$ cat config.mk
export PLATFORM = sky130hd
export DESIGN_NAME = calc_op_sequencer_flat
export DESIGN_NICKNAME = d
export VERILOG_FILES = /design/src/rtl/calc_op_sequencer_if.sv /design/src/rtl/calc_op_sequencer.sv /design/src/flat_wrapper.sv
export SDC_FILE = /design/constraint.sdc
export NUM_CORES = 1
export LEC_CHECK = 0
export ABC_AREA = 1
export CORE_ASPECT_RATIO = 1.5
export CORE_MARGIN = 5
export CORE_UTILIZATION = 45
export DETAILED_ROUTE_END_ITERATION = 10
export DONT_BUFFER_PORTS = 1
export GPL_TIMING_DRIVEN = 1
export HOLD_SLACK_MARGIN = 0.1
export SKIP_LAST_GASP = 1
export SLEW_MARGIN = 0
export SYNTH_ARGS = -nofsm -noshare
export SYNTH_HDL_FRONTEND = slang
export SYNTH_SLANG_ARGS = --single-unit
export TNS_END_PERCENT = 100
$ cat constraint.sdc
create_clock -name clk -period 6.3 [get_ports clk]
set_input_delay 0.945 -clock clk [delete_from_list [all_inputs] [get_ports clk]]
set_output_delay 0.945 -clock clk [all_outputs]
set_load 0.03 [all_outputs]
$ cat src/rtl/calc_op_sequencer_if.sv
// Command/result handshake bundle between operand entry, the op sequencer and the result logic.
// The entry/display side uses the master modport; the sequencer uses the slave modport.
interface calc_op_sequencer_if;
    logic       start_valid;
    logic       start_ready;
    logic [1:0] op;
    logic [3:0] a;
    logic [3:0] b;
    logic       result_valid;
    logic       result_ready;
    logic [7:0] result;
    logic       err;
    logic       neg;
    logic       busy;

    modport master (
        output start_valid, op, a, b, result_ready,
        input  start_ready, result_valid, result, err, neg, busy
    );

    modport slave (
        input  start_valid, op, a, b, result_ready,
        output start_ready, result_valid, result, err, neg, busy
    );
endinterface

$ cat src/rtl/calc_op_sequencer.sv
// Calculator op sequencer: steps one shared 8-bit add/sub unit through add, sub,
// 4-step shift-add multiply and 4-step restoring divide, with valid/ready on both sides.
//
//   state   | meaning
//   --------+------------------------------------------------------------
//   st_idle | waiting for a command, start_ready high
//   st_exec | one add/sub step per cycle, down-counter tracks steps left
//   st_done | result/err/neg held, result_valid high until result_ready
module calc_op_sequencer (
    input  logic               clk,
    input  logic               rst,
    calc_op_sequencer_if.slave bus
);

    localparam logic [1:0] op_add = 2'b00;
    localparam logic [1:0] op_sub = 2'b01;
    localparam logic [1:0] op_mul = 2'b10;
    localparam logic [1:0] op_div = 2'b11;

    typedef enum logic [1:0] {
        st_idle = 2'b00,
        st_exec = 2'b01,
        st_done = 2'b10
    } state_t;

    state_t     state;
    state_t     state_d;

    logic [1:0] op_q;
    logic [3:0] a_q;
    logic [3:0] b_q;
    logic [1:0] cnt;
    logic [7:0] acc;
    logic [7:0] mcand;
    logic [3:0] mplr;
    logic [3:0] rem_q;
    logic [3:0] dq;
    logic [7:0] result_q;
    logic       err_q;
    logic       neg_q;

    logic       accept;
    logic       div_zero_in;
    logic       last_step;

    logic [7:0] add_x;
    logic [7:0] add_y;
    logic       add_sub;
    logic [7:0] add_sum;

    logic [7:0] acc_step;
    logic       trial_ok;
    logic [3:0] rem_step;
    logic [3:0] dq_step;
    logic [7:0] final_result;
    logic       final_err;
    logic       final_neg;

    assign accept      = (state == st_idle) && bus.start_valid;
    assign div_zero_in = (bus.op == op_div) && (bus.b == 4'd0);
    assign last_step   = (cnt == 2'd0);

    // Operand steering for the single shared add/sub unit.
    always_comb begin
        add_x   = 8'h00;
        add_y   = 8'h00;
        add_sub = 1'b0;
        unique case (op_q)
            op_add: begin
                add_x = {4'b0, a_q};
                add_y = {4'b0, b_q};
            end
            op_sub: begin
                add_x   = {4'b0, a_q};
                add_y   = {4'b0, b_q};
                add_sub = 1'b1;
            end
            op_mul: begin
                add_x = acc;
                add_y = mcand;
            end
            op_div: begin
                add_x   = {3'b0, rem_q, dq[3]};
                add_y   = {4'b0, b_q};
                add_sub = 1'b1;
            end
        endcase
    end

    assign add_sum = add_x + (add_sub ? ~add_y : add_y) + {7'b0, add_sub};

    // Partial remainder never exceeds 5 bits, so bit 7 of the trial difference is its sign.
    assign acc_step = mplr[0] ? add_sum : acc;
    assign trial_ok = ~add_sum[7];
    assign rem_step = trial_ok ? add_sum[3:0] : {rem_q[2:0], dq[3]};
    assign dq_step  = {dq[2:0], trial_ok};

    always_comb begin
        final_result = add_sum;
        final_err    = 1'b0;
        final_neg    = 1'b0;
        unique case (op_q)
            op_add: final_result = add_sum;
            op_sub: begin
                final_result = add_sum;
                final_neg    = add_sum[7];
            end
            op_mul: final_result = acc_step;
            op_div: begin
                if (b_q == 4'd0) begin
                    final_result = 8'h00;
                    final_err    = 1'b1;
                end else begin
                    final_result = {rem_step, dq_step};
                end
            end
        endcase
    end

    always_comb begin
        state_d = state;
        unique case (state)
            st_idle: if (bus.start_valid) state_d = st_exec;
            st_exec: if (last_step)       state_d = st_done;
            st_done: if (bus.result_ready) state_d = st_idle;
            default: state_d = st_idle;
        endcase
    end

    always_ff @(posedge clk) begin
        if (rst) begin
            state    <= st_idle;
            op_q     <= op_add;
            a_q      <= 4'd0;
            b_q      <= 4'd0;
            cnt      <= 2'd0;
            acc      <= 8'h00;
            mcand    <= 8'h00;
            mplr     <= 4'd0;
            rem_q    <= 4'd0;
            dq       <= 4'd0;
            result_q <= 8'h00;
            err_q    <= 1'b0;
            neg_q    <= 1'b0;
        end else begin
            state <= state_d;
            if (accept) begin
                op_q  <= bus.op;
                a_q   <= bus.a;
                b_q   <= bus.b;
                // Divide by zero skips the iterations and resolves after a single step.
                cnt   <= (bus.op[1] && !div_zero_in) ? 2'd3 : 2'd0;
                acc   <= 8'h00;
                mcand <= {4'b0, bus.a};
                mplr  <= bus.b;
                rem_q <= 4'd0;
                dq    <= bus.a;
            end else if (state == st_exec) begin
                cnt   <= cnt - 2'd1;
                acc   <= acc_step;
                mcand <= {mcand[6:0], 1'b0};
                mplr  <= {1'b0, mplr[3:1]};
                rem_q <= rem_step;
                dq    <= dq_step;
                if (last_step) begin
                    result_q <= final_result;
                    err_q    <= final_err;
                    neg_q    <= final_neg;
                end
            end
        end
    end

    assign bus.start_ready  = (state == st_idle);
    assign bus.result_valid = (state == st_done);
    assign bus.busy         = (state != st_idle);
    assign bus.result       = result_q;
    assign bus.err          = err_q;
    assign bus.neg          = neg_q;

endmodule

$ cat src/flat_wrapper.sv
// flat-port wrapper written by rule: the top's interface ports become plain ports
module calc_op_sequencer_flat 
  (clk, rst, bus_start_valid, bus_op, bus_a, bus_b, bus_result_ready, bus_start_ready, bus_result_valid, bus_result, bus_err, bus_neg, bus_busy);
  calc_op_sequencer_if bus_i ();
  input  logic clk;
  input  logic rst;
  input wire logic [$bits(bus_i.start_valid)-1:0] bus_start_valid;
  input wire logic [$bits(bus_i.op)-1:0] bus_op;
  input wire logic [$bits(bus_i.a)-1:0] bus_a;
  input wire logic [$bits(bus_i.b)-1:0] bus_b;
  input wire logic [$bits(bus_i.result_ready)-1:0] bus_result_ready;
  output wire logic [$bits(bus_i.start_ready)-1:0] bus_start_ready;
  output wire logic [$bits(bus_i.result_valid)-1:0] bus_result_valid;
  output wire logic [$bits(bus_i.result)-1:0] bus_result;
  output wire logic [$bits(bus_i.err)-1:0] bus_err;
  output wire logic [$bits(bus_i.neg)-1:0] bus_neg;
  output wire logic [$bits(bus_i.busy)-1:0] bus_busy;
  assign bus_i.start_valid = bus_start_valid;
  assign bus_i.op = bus_op;
  assign bus_i.a = bus_a;
  assign bus_i.b = bus_b;
  assign bus_i.result_ready = bus_result_ready;
  assign bus_start_ready = bus_i.start_ready;
  assign bus_result_valid = bus_i.result_valid;
  assign bus_result = bus_i.result;
  assign bus_err = bus_i.err;
  assign bus_neg = bus_i.neg;
  assign bus_busy = bus_i.busy;
  calc_op_sequencer u_core (.clk(clk), .rst(rst), .bus(bus_i));
endmodule
# Yosys cells after proc, flatten, opt, wreduce, memory -nomap -nowiden
# Cells that the tools add are included.
# word_totals
regBits	52
input_bits	14
out_inout_bits	13
# classes
add_sub_neg	3
n_eq_ne	9
muxes	24
n_bitwise	3
reduce_logical	17
# op_table
cell	count
$pmux 8 s3	2
$mux 4	7
$mux 8	3
$pmux 8 s2	1
$mux 2	6
$add 8x1->8	1
$add 8x8->8	1
$eq 2x2->1 const B	4
$logic_not 4->1	2
$not 8->8	1
$logic_not 2->1	3
$pmux 2 s3	1
$reduce_and 3->1	2
$reduce_or 2->1	3
$eq 2x1->1 const B	2
$mux 1	4
$ne 2x2->1 const B	2
$reduce_bool 2->1	2
$logic_and 1x1->1	3
$reduce_or 3->1	1
$ne 2x1->1 const B	1
$not 1->1	2
$sub 2x1->2 const B	1
$logic_not 1->1	1

# Depth between registers and ports, before layout
# Gate-level depths: netlist (run 1).
# depth
ltp_word	10
mapped_depth	19

# Worst setup path after synthesis (run 1)
# Ideal clock, no wire load.
# synth_path
path_type	flip-flop to flip-flop
startpoint	register u_core.op_q[1]
endpoint	register u_core.result_q[7], in the netlist u_core.bus.result[7]
arrival_ns	2.422
required_time_ns	6.191
path_slack_ns	3.769
stages_incl_launch_ff	18
n_path_buf	2
period_less_slack_ns	2.531
cell_sequence	dfxtp_1 -> buf_4 -> clkbuf_1 -> nand3_1 -> o21ai_0 -> ha_1 -> a21oi_1 -> inv_1 -> a21oi_1 -> nor2_1 -> nor2_1 -> nand3_2 -> nand3_2 -> nand2_1 -> inv_2 -> nand3_1 -> nand2_1 -> inv_1
# synth_via
elab_chain_len	10
elab_cells_between_ends	18
classes_between	add/sub (2); eq/ne (3); mux (8); bitwise (1); reduce/logical (4)
# synth_lines
element	line	rtl
start, declared	calc_op_sequencer.sv:29	logic [1:0] op_q;
start signal, assigned	calc_op_sequencer.sv:133	op_q <= op_add;
start signal, assigned	calc_op_sequencer.sv:148	op_q <= bus.op;
$eq 2x1->1, or another cell as far along	calc_op_sequencer.sv:68, calc_op_sequencer.sv:102	
$reduce_or 3->1 (no line)	-	
$pmux 8 s2	calc_op_sequencer.sv:68	unique case (op_q)
$not 8->8	calc_op_sequencer.sv:90	assign add_sum = add_x + (add_sub ? ~add_y : add_y) + {7'b0, add_sub};
$mux 8	calc_op_sequencer.sv:90	
$add 8x8->8	calc_op_sequencer.sv:90	
$add 8x1->8	calc_op_sequencer.sv:90	
$mux 4	calc_op_sequencer.sv:95	assign rem_step = trial_ok ? add_sum[3:0] : {rem_q[2:0], dq[3]};
$mux 8	calc_op_sequencer.sv:110	if (b_q == 4'd0) begin
$pmux 8 s3 *	calc_op_sequencer.sv:102	unique case (op_q)
end signal, assigned	calc_op_sequencer.sv:166	result_q <= final_result;
end, declared	calc_op_sequencer.sv:38	logic [7:0] result_q;
# Mark *: on every way between the ends. The rest lies on a longest branch, timed or not.
# A chain may end at the register's enable or synchronous reset.

# Worst setup path after layout (run 1)
# layout_path
startpoint	register u_core.op_q[1]
endpoint	register u_core.rem_q[0]
# layout_via
elab_chain_len	8
elab_cells_between_ends	15
classes_between	add/sub (2); eq/ne (3); mux (5); bitwise (1); reduce/logical (4)
# layout_lines
element	line	rtl
$eq 2x1->1, or another cell as far along	calc_op_sequencer.sv:68	
$reduce_or 3->1 (no line)	-	
$pmux 8 s2	calc_op_sequencer.sv:68	
$not 8->8	calc_op_sequencer.sv:90	
$mux 8	calc_op_sequencer.sv:90	
$add 8x8->8	calc_op_sequencer.sv:90	
$add 8x1->8 *	calc_op_sequencer.sv:90	
$mux 4 *	calc_op_sequencer.sv:95	
end signal, assigned	calc_op_sequencer.sv:163	rem_q <= rem_step;
end, declared	calc_op_sequencer.sv:36	logic [3:0] rem_q;
# Marks and branches as above.

==> results of run 1 <==
[per-stage QoR]
step | power [mW] | worst slack (ns) | area [sq um]
2_1_floorplan | 0.558 | 3.77 | 2840
3_3_place_gp | 0.609 | 3.24 | 2870
3_5_place_dp | 0.610 | 3.23 | 2870
4_1_cts | 0.819 | 3.22 | 2970
5_1_grt | 0.863 | 2.91 | 2970
6_report | 0.813 | 3.21 | 2970
[final timing paths]
| kind | from | endpoint | slack (ns) | depth (start not counted) |
|---|---|---|---|---|
| max | u_core.op_q[1]$_SDFFE_PP0P_ | u_core.rem_q[0]$_SDFFE_PP0P_ | 3.21 | 15 |
| min | u_core.cnt[1]$_SDFFE_PP0P_ | u_core.cnt[1]$_SDFFE_PP0P_ | 0.47 | 2 |
| max reg2reg | u_core.op_q[1]$_SDFFE_PP0P_ | u_core.rem_q[0]$_SDFFE_PP0P_ | 3.21 | 15 |
| min reg2reg | u_core.cnt[1]$_SDFFE_PP0P_ | u_core.cnt[1]$_SDFFE_PP0P_ | 0.47 | 2 |
[state kept, by name, indices dropped and copies added (netlist names), 2 cells and up]
| signal | flops |
|---|---|
| u_core.state | 2 |
| u_core.mcand | 8 |
| u_core.bus.result | 8 |
| u_core.a_q | 4 |
| u_core.dq | 4 |
| u_core.op_q | 2 |
| u_core.acc | 8 |
| u_core.rem_q | 4 |
| u_core.mplr | 4 |
| u_core.b_q | 4 |
| u_core.cnt | 2 |
[where the power goes]
| part | internal, mW | switching, mW |
|---|---|---|
| registers | 0.356 | 0.0382 |
| logic | 0.0655 | 0.143 |
| clock network | 0.0902 | 0.120 |
| total | 0.512 | 0.301 |
[worst max-delay path: stages, from the launching register on]
cell and delay (ns):
dfxtp_1 0.83, nand2_2 0.20, o21ai_0 0.25, ha_1 0.32, a21oi_1 0.16, inv_1 0.08, a21oi_1 0.12, nor2_1 0.05
nor2_1 0.29, nand3_2 0.23, nand2_4 0.16, nand2_1 0.07, nand2_1 0.08, nand2_1 0.05, nand2_1 0.06, inv_1 0.04
[layout by cell type (no fill, tap or decap), types with 2 or more instances in the layout]
| cell type | synthesis | layout |
|---|---|---|
| nand3_2 | 5 | 5 |
| clkbuf_8 | 0 | 6 |
| ha_1 | 7 | 7 |
| a22oi_1 | 3 | 3 |
| o21ai_1 | 3 | 3 |
| xor2_1 | 3 | 3 |
| nor2_2 | 3 | 3 |
| nand2_1 | 102 | 102 |
| a21oi_1 | 38 | 38 |
| dfxtp_1 | 52 | 52 |
| o21ai_0 | 28 | 28 |
| nand4_1 | 2 | 2 |
| nand2_2 | 5 | 5 |
| nand3_1 | 21 | 21 |
| o22ai_1 | 8 | 8 |
| a211oi_1 | 3 | 3 |
| a31oi_1 | 12 | 12 |
| nor2_1 | 23 | 23 |
| inv_2 | 4 | 4 |
| nand2_4 | 7 | 7 |
| or2_2 | 2 | 2 |
| inv_1 | 53 | 53 |
| o211ai_1 | 3 | 3 |
[layer usage]
layer	GRT usage	up-vias	share of wire
met5	0	-	0
met4	0.0814	0	0.030
met3	0.0299	16	0.043
met2	0.357	67	0.52
met1	0.261	1200	0.41
li1	-	1335	-
[cell families after synthesis]
group                    Yosys count  share of synthesized area
adder cells (fa/ha/maj)            8                     0.0379
XOR/XNOR                           4                     0.0123
AO/OA/AOI/OAI                    102                      0.201
AND/OR/NAND/NOR                  173                      0.282
buffers and inverters             73                     0.0992
flip-flops                        52                      0.367
[layout make-up]
cell class / instances / share of cell area
clock buffers: 6 / 0.0278
clock inverters: 2 / 0.00463
inverters: 58 / 0.0733
multi-input cells: 287 / 0.510
flip-flops and latches: 52 / 0.350
well taps: 74 / 0.0312
repair buffers: 1 / 0.00253
==> results.md, run 1 <==
- Non-filler cells, final: 480
- Cts repair resizes: 0
- Antenna diode count: 0
- Area leader, netlist: dfxtp_1
- TritonCTS buffer count: 5
- Worst hold margin: roughly 0.47 ns
- Area of the multi-input gates: roughly 0.0015 sq mm
- Worst endpoint required time: 6.52 ns
- CTS Sinks: 52
- Critical-path maximum fanout: 21
- Status: completed
- Worst setup SP type: flip-flop
- Pin count of the biggest net entering global routing: 27
- Peak Freq: between 300 and 400 MHz
- P_leak: ~1.4 nW
- Max Cap Viol: 0
- Slew Limit Fails: 0
- Top FF cell, synth: dfxtp_1
- Clock Pin Slew Worst Setup and Hold Paths: ~0.10 ns
- Ys async rst share: 0
- Final Util: 0.484
- Max H-tree Level: 2
- Remaining DRCs: 0
- Area growth, synth to finish: 4.67%
- Syn_nets: ~430
- PwrDens: 274 mW/mm^2
- Initial antenna violation count: 0
- Final TNS setup: 0 ns
- Synth top area share: 0.367
- Core Footprint: between 0.006 and 0.007 sq mm
- Most area-consuming cells after synthesis: dfxtp_1 (37%), nand2_1 (13%), inv_1 (7.0%)
- Post-synth top cells: nand2_1 (102), inv_1 (53), dfxtp_1 (52), a21oi_1 (38), o21ai_0 (28)
- Hold Buf Count CTS: 0
- Io pins: 27
- Root Driver: clkbuf_8
- Worst-Margin Slew: a little over 0.8 ns
- Sequential cell area: approximately 0.0010 sq mm
- Critical path arrival: approximately 3.3 ns
- Final nets: ~430
- Mapped cell area: about 0.0028 sq mm
- Vias per cell: 5.45
- Gate count of the mapped netlist: 412
- Chip Height: 107 microns
- Critical path type: reg -> reg
- Total global routing overflow: 0
- Hold crit path type: reg -> reg
- Via count: ~2600
- Number of setup buffers added after CTS: 0
- Skew-Pair Late Insertion Delay: 0.31 ns
- Skew final: roughly 0.0068 ns
- GRT Resource Usage Total: 0.210
- Endpoints failing setup: 0
- Most frequent cell after synthesis: nand2_1
- TritonCTS clock tree: yes
- Syn_area_per_cell: about 6.9 sq um
- Yosys reg bits: 52
- Sequential share of the synthesized area: 0.367
- DP Cell Count: 472
- Full die area: between 0.008 and 0.009 sq mm
- Post-layout min period: 3.09 ns
- First-pass GRT wire length: around 13 mm
- Global placer's final weighted congestion: between 0.9 and 1
- Initial Util: 0.463
- Hpwl dp: 5.89 mm
- Synth Warn #: 0
- Vias in the first global route: about 2600
- Post-route ant nets: 0
- Max clock buf depth: 2
- Die width: 74.8 microns
- Count of different cell masters after synthesis: 35
- CP Capture Type: flip-flop
- # fillers: about 660
- Unrepaired setup endpoints after global routing: no
- Routed WL per cell: about 16 microns
- Number of DRC markers in iteration 0: approximately 160
- Final hold vios: 0
- Final worst-path cycle share: 0.491
- IO Port Bufs: 0
- Drt first pass iters: 4
- Row cnt: 35
- EDFF count, synth: 0
- Max rail drop VDD: between 0.1 and 0.15 mV
- Layout cells sized above 1: 0.0887
- Final WL: between 7 and 8 mm
- Slew headroom: 0.452
Power figures use the tool's default switching activity.
==> run 2: changes to the inputs <==
- clock period: 6.3 -> 2.5 ns (I/O delays scaled with it)
==> run 2 against run 1 <==
Against the previous run: global-route usage about the same; sequential power rose to 2.5 times the previous value; cell count up 3.5%; clock power rose to 3.4 times the previous value; clock skew down 0.00070 ns; flip-flop and latch count unchanged; total power rose to 2.8 times the previous value; wire length up 3.0%; critical path depth up 1; register-to-register slack worse by 3.0 ns; die area unchanged; core utilization up 4.7 points.
==> results.md, run 2 (synthesized netlist as in run 1, its figures left out) <==
- Final WL: roughly 8.0 mm
- Post-layout min period: around 2.3 ns
- Worst setup SP type: flip-flop
- First-pass GRT wire length: 13.0 mm
- Critical path type: reg -> reg
- Full die area: 0.00803 sq mm
- Drt first pass iters: 4
- Area growth, synth to finish: 14.9%
- Worst endpoint required time: roughly 2.7 ns
- Worst path cell trace: buf_8 -> nand3_1 -> o21ai_1 -> ha_1 -> a21oi_2 -> inv_1 -> a21oi_1 -> nor2_1 -> nor2_4 -> nand3_4 -> nand2_4 -> nand2_1 -> nand2_1 -> nand2_1 -> nand2_1 -> inv_1
- Power, Total: about 2.3 mW
- Remaining DRCs: 0
- Commonest non-fill, non-tap cells in the layout: nand2_1 (102), inv_1 (53), dfxtp_1 (50), a21oi_1 (32), o21ai_0 (26)
- Worst path most repeated cell: nand2_1
- CP max stage delay: ~0.38 ns
- Placement Cell Area: just under 0.003 sq mm
- Total global routing overflow: 0
- DR top layer: met4
- Layout cells sized above 1: 0.168
- Vias in the first global route: between 2000 and 3000
- Clock Pin Slew Worst Setup and Hold Paths: ~0.10 ns
- Max clock buf depth: 2
- Pin count of the biggest net entering global routing: 26
- Critical-path maximum fanout: 9
- Global placer's final weighted congestion: approximately 0.92
- Root Driver: clkbuf_8
- Worst-Margin Slew: around 0.68 ns
- Core Footprint: between 0.006 and 0.007 sq mm
- IO Port Bufs: 0
- Slack of the critical path: 0.172 ns
- DR WL met2: approximately 4.3 mm
- WL met1: 3.30 mm
- Final hold vios: 0
- Post-Layout Inst Area: 0.00326 sq mm
- Routed length on met3: 265 microns
- Via count: between 2000 and 3000
- TritonCTS clock tree: yes
- Endpoints failing setup: 0
- Final worst-path cycle share: 0.931
- Critical path arrival: 2.55 ns
- Hpwl dp: roughly 6 mm
- Max H-tree Level: 2
- Status: completed
- P_leak: ~1.5 nW
- Row cnt: 35
- Chip Height: approximately 110 microns
- Slew Limit Fails: 0
- Initial Util: 0.463
- Max Cap Viol: 0
- Final TNS setup: 0 ns
- Max rail drop VDD: 0.426 mV
- Post-route ant nets: 0
- Initial antenna violation count: 0
- Most common cell after layout, fill and taps aside: nand2_1
- Routed WL per cell: 16.1 microns
- Skew-Pair Late Insertion Delay: around 0.31 ns
- TritonCTS buffer count: 5
- Vias per cell: about 5.5
- GRT Resource Usage Total: 0.210
- CP max-delay cell: dfxtp_4
- PwrDens: roughly 700 mW/mm^2
- CTS Sinks: 52
- Io pins: 27
- CP Capture Type: flip-flop
- Die width: roughly 75 microns
- Unrepaired setup endpoints after global routing: yes
- Peak Freq: between 400 and 500 MHz
- Place WS: -0.0589 ns
- Hold crit path type: in -> reg
- Final nets: 444
- Number of DRC markers in iteration 0: 156
- Antenna diode count: 0
- Skew final: between 0.006 and 0.007 ns
- Slew headroom: 0.547
-- run 2: cell types whose count changed in the layout (fill, tap and decap cells not counted), moves of 4 or more --
cell     delta
buf_4      +14
a21oi_1     -6
a21oi_2     +6
nand3_1     -4
-- run 2: report_power, final --
group	internal (mW)	leakage, nW	switching, mW
clock network	0.403	0.0687	0.302
logic	0.216	0.983	0.390
registers	0.897	0.427	0.0885
total	1.52	1.48	0.781
-- run 2: per-stage QoR --
step           hold slack [ns]  utilization  std cells
2_1_floorplan            0.439            -        412
3_3_place_gp             0.447        0.486        486
3_5_place_dp             0.449        0.486        486
4_1_cts                  0.113        0.510        494
5_1_grt                  0.105        0.532        497
6_report                 0.118        0.532        497
-- run 2: final timing paths --
kind                                             startpoint                      endpoint  slack (ns)  cells past startpoint
worst min register to register   u_core.cnt[1]$_SDFFE_PP0P_    u_core.cnt[1]$_SDFFE_PP0P_        0.48                      2
worst max register to register  u_core.op_q[1]$_SDFFE_PP0P_  u_core.rem_q[0]$_SDFFE_PP0P_        0.17                     16
worst min-delay path                                    rst    u_core.a_q[1]$_SDFFE_PP0P_        0.12                      1
worst max-delay path            u_core.op_q[1]$_SDFFE_PP0P_  u_core.rem_q[0]$_SDFFE_PP0P_        0.17                     16
-- run 2: worst max-delay path: cells and delay by family (launching register included) --
| kind | cells | cell delay (ns) |
|---|---|---|
| compound gates | 3 | 0.38 |
| flops | 1 | 0.38 |
| buf+inv | 3 | 0.23 |
| fa+ha+maj | 1 | 0.33 |
| simple gates | 9 | 0.90 |
-- run 2: area by class of cell --
cell class,instances,area [sq um]
Clock buffer,5,68.8
Clock inverter,3,68.8
Fill cell,604,2870
Inverter,58,221
Multi-Input combinational cell,287,1610
Sequential cell,52,1050
Tap cell,74,92.6
Timing Repair Buffer,18,149
-- run 2: what timing repair did --
item / 4_1_cts / 5_1_grt
endpoints found under the hold margin: 0 / 1
endpoints found under the setup margin: 6 / 15
pin swaps: 2 / 4
buffers inserted: 0 / 2
hold buffers: 0 / 1
resized for setup: 4 / 25
-- run 2: per-layer routing --
layer | vias to the layer above | GRT usage
met1 | 1275 | 0.254
met4 | 0 | 0.0878
met2 | 54 | 0.360
met3 | 11 | 0.0299
li1 | 1370 | -
met5 | - | 0
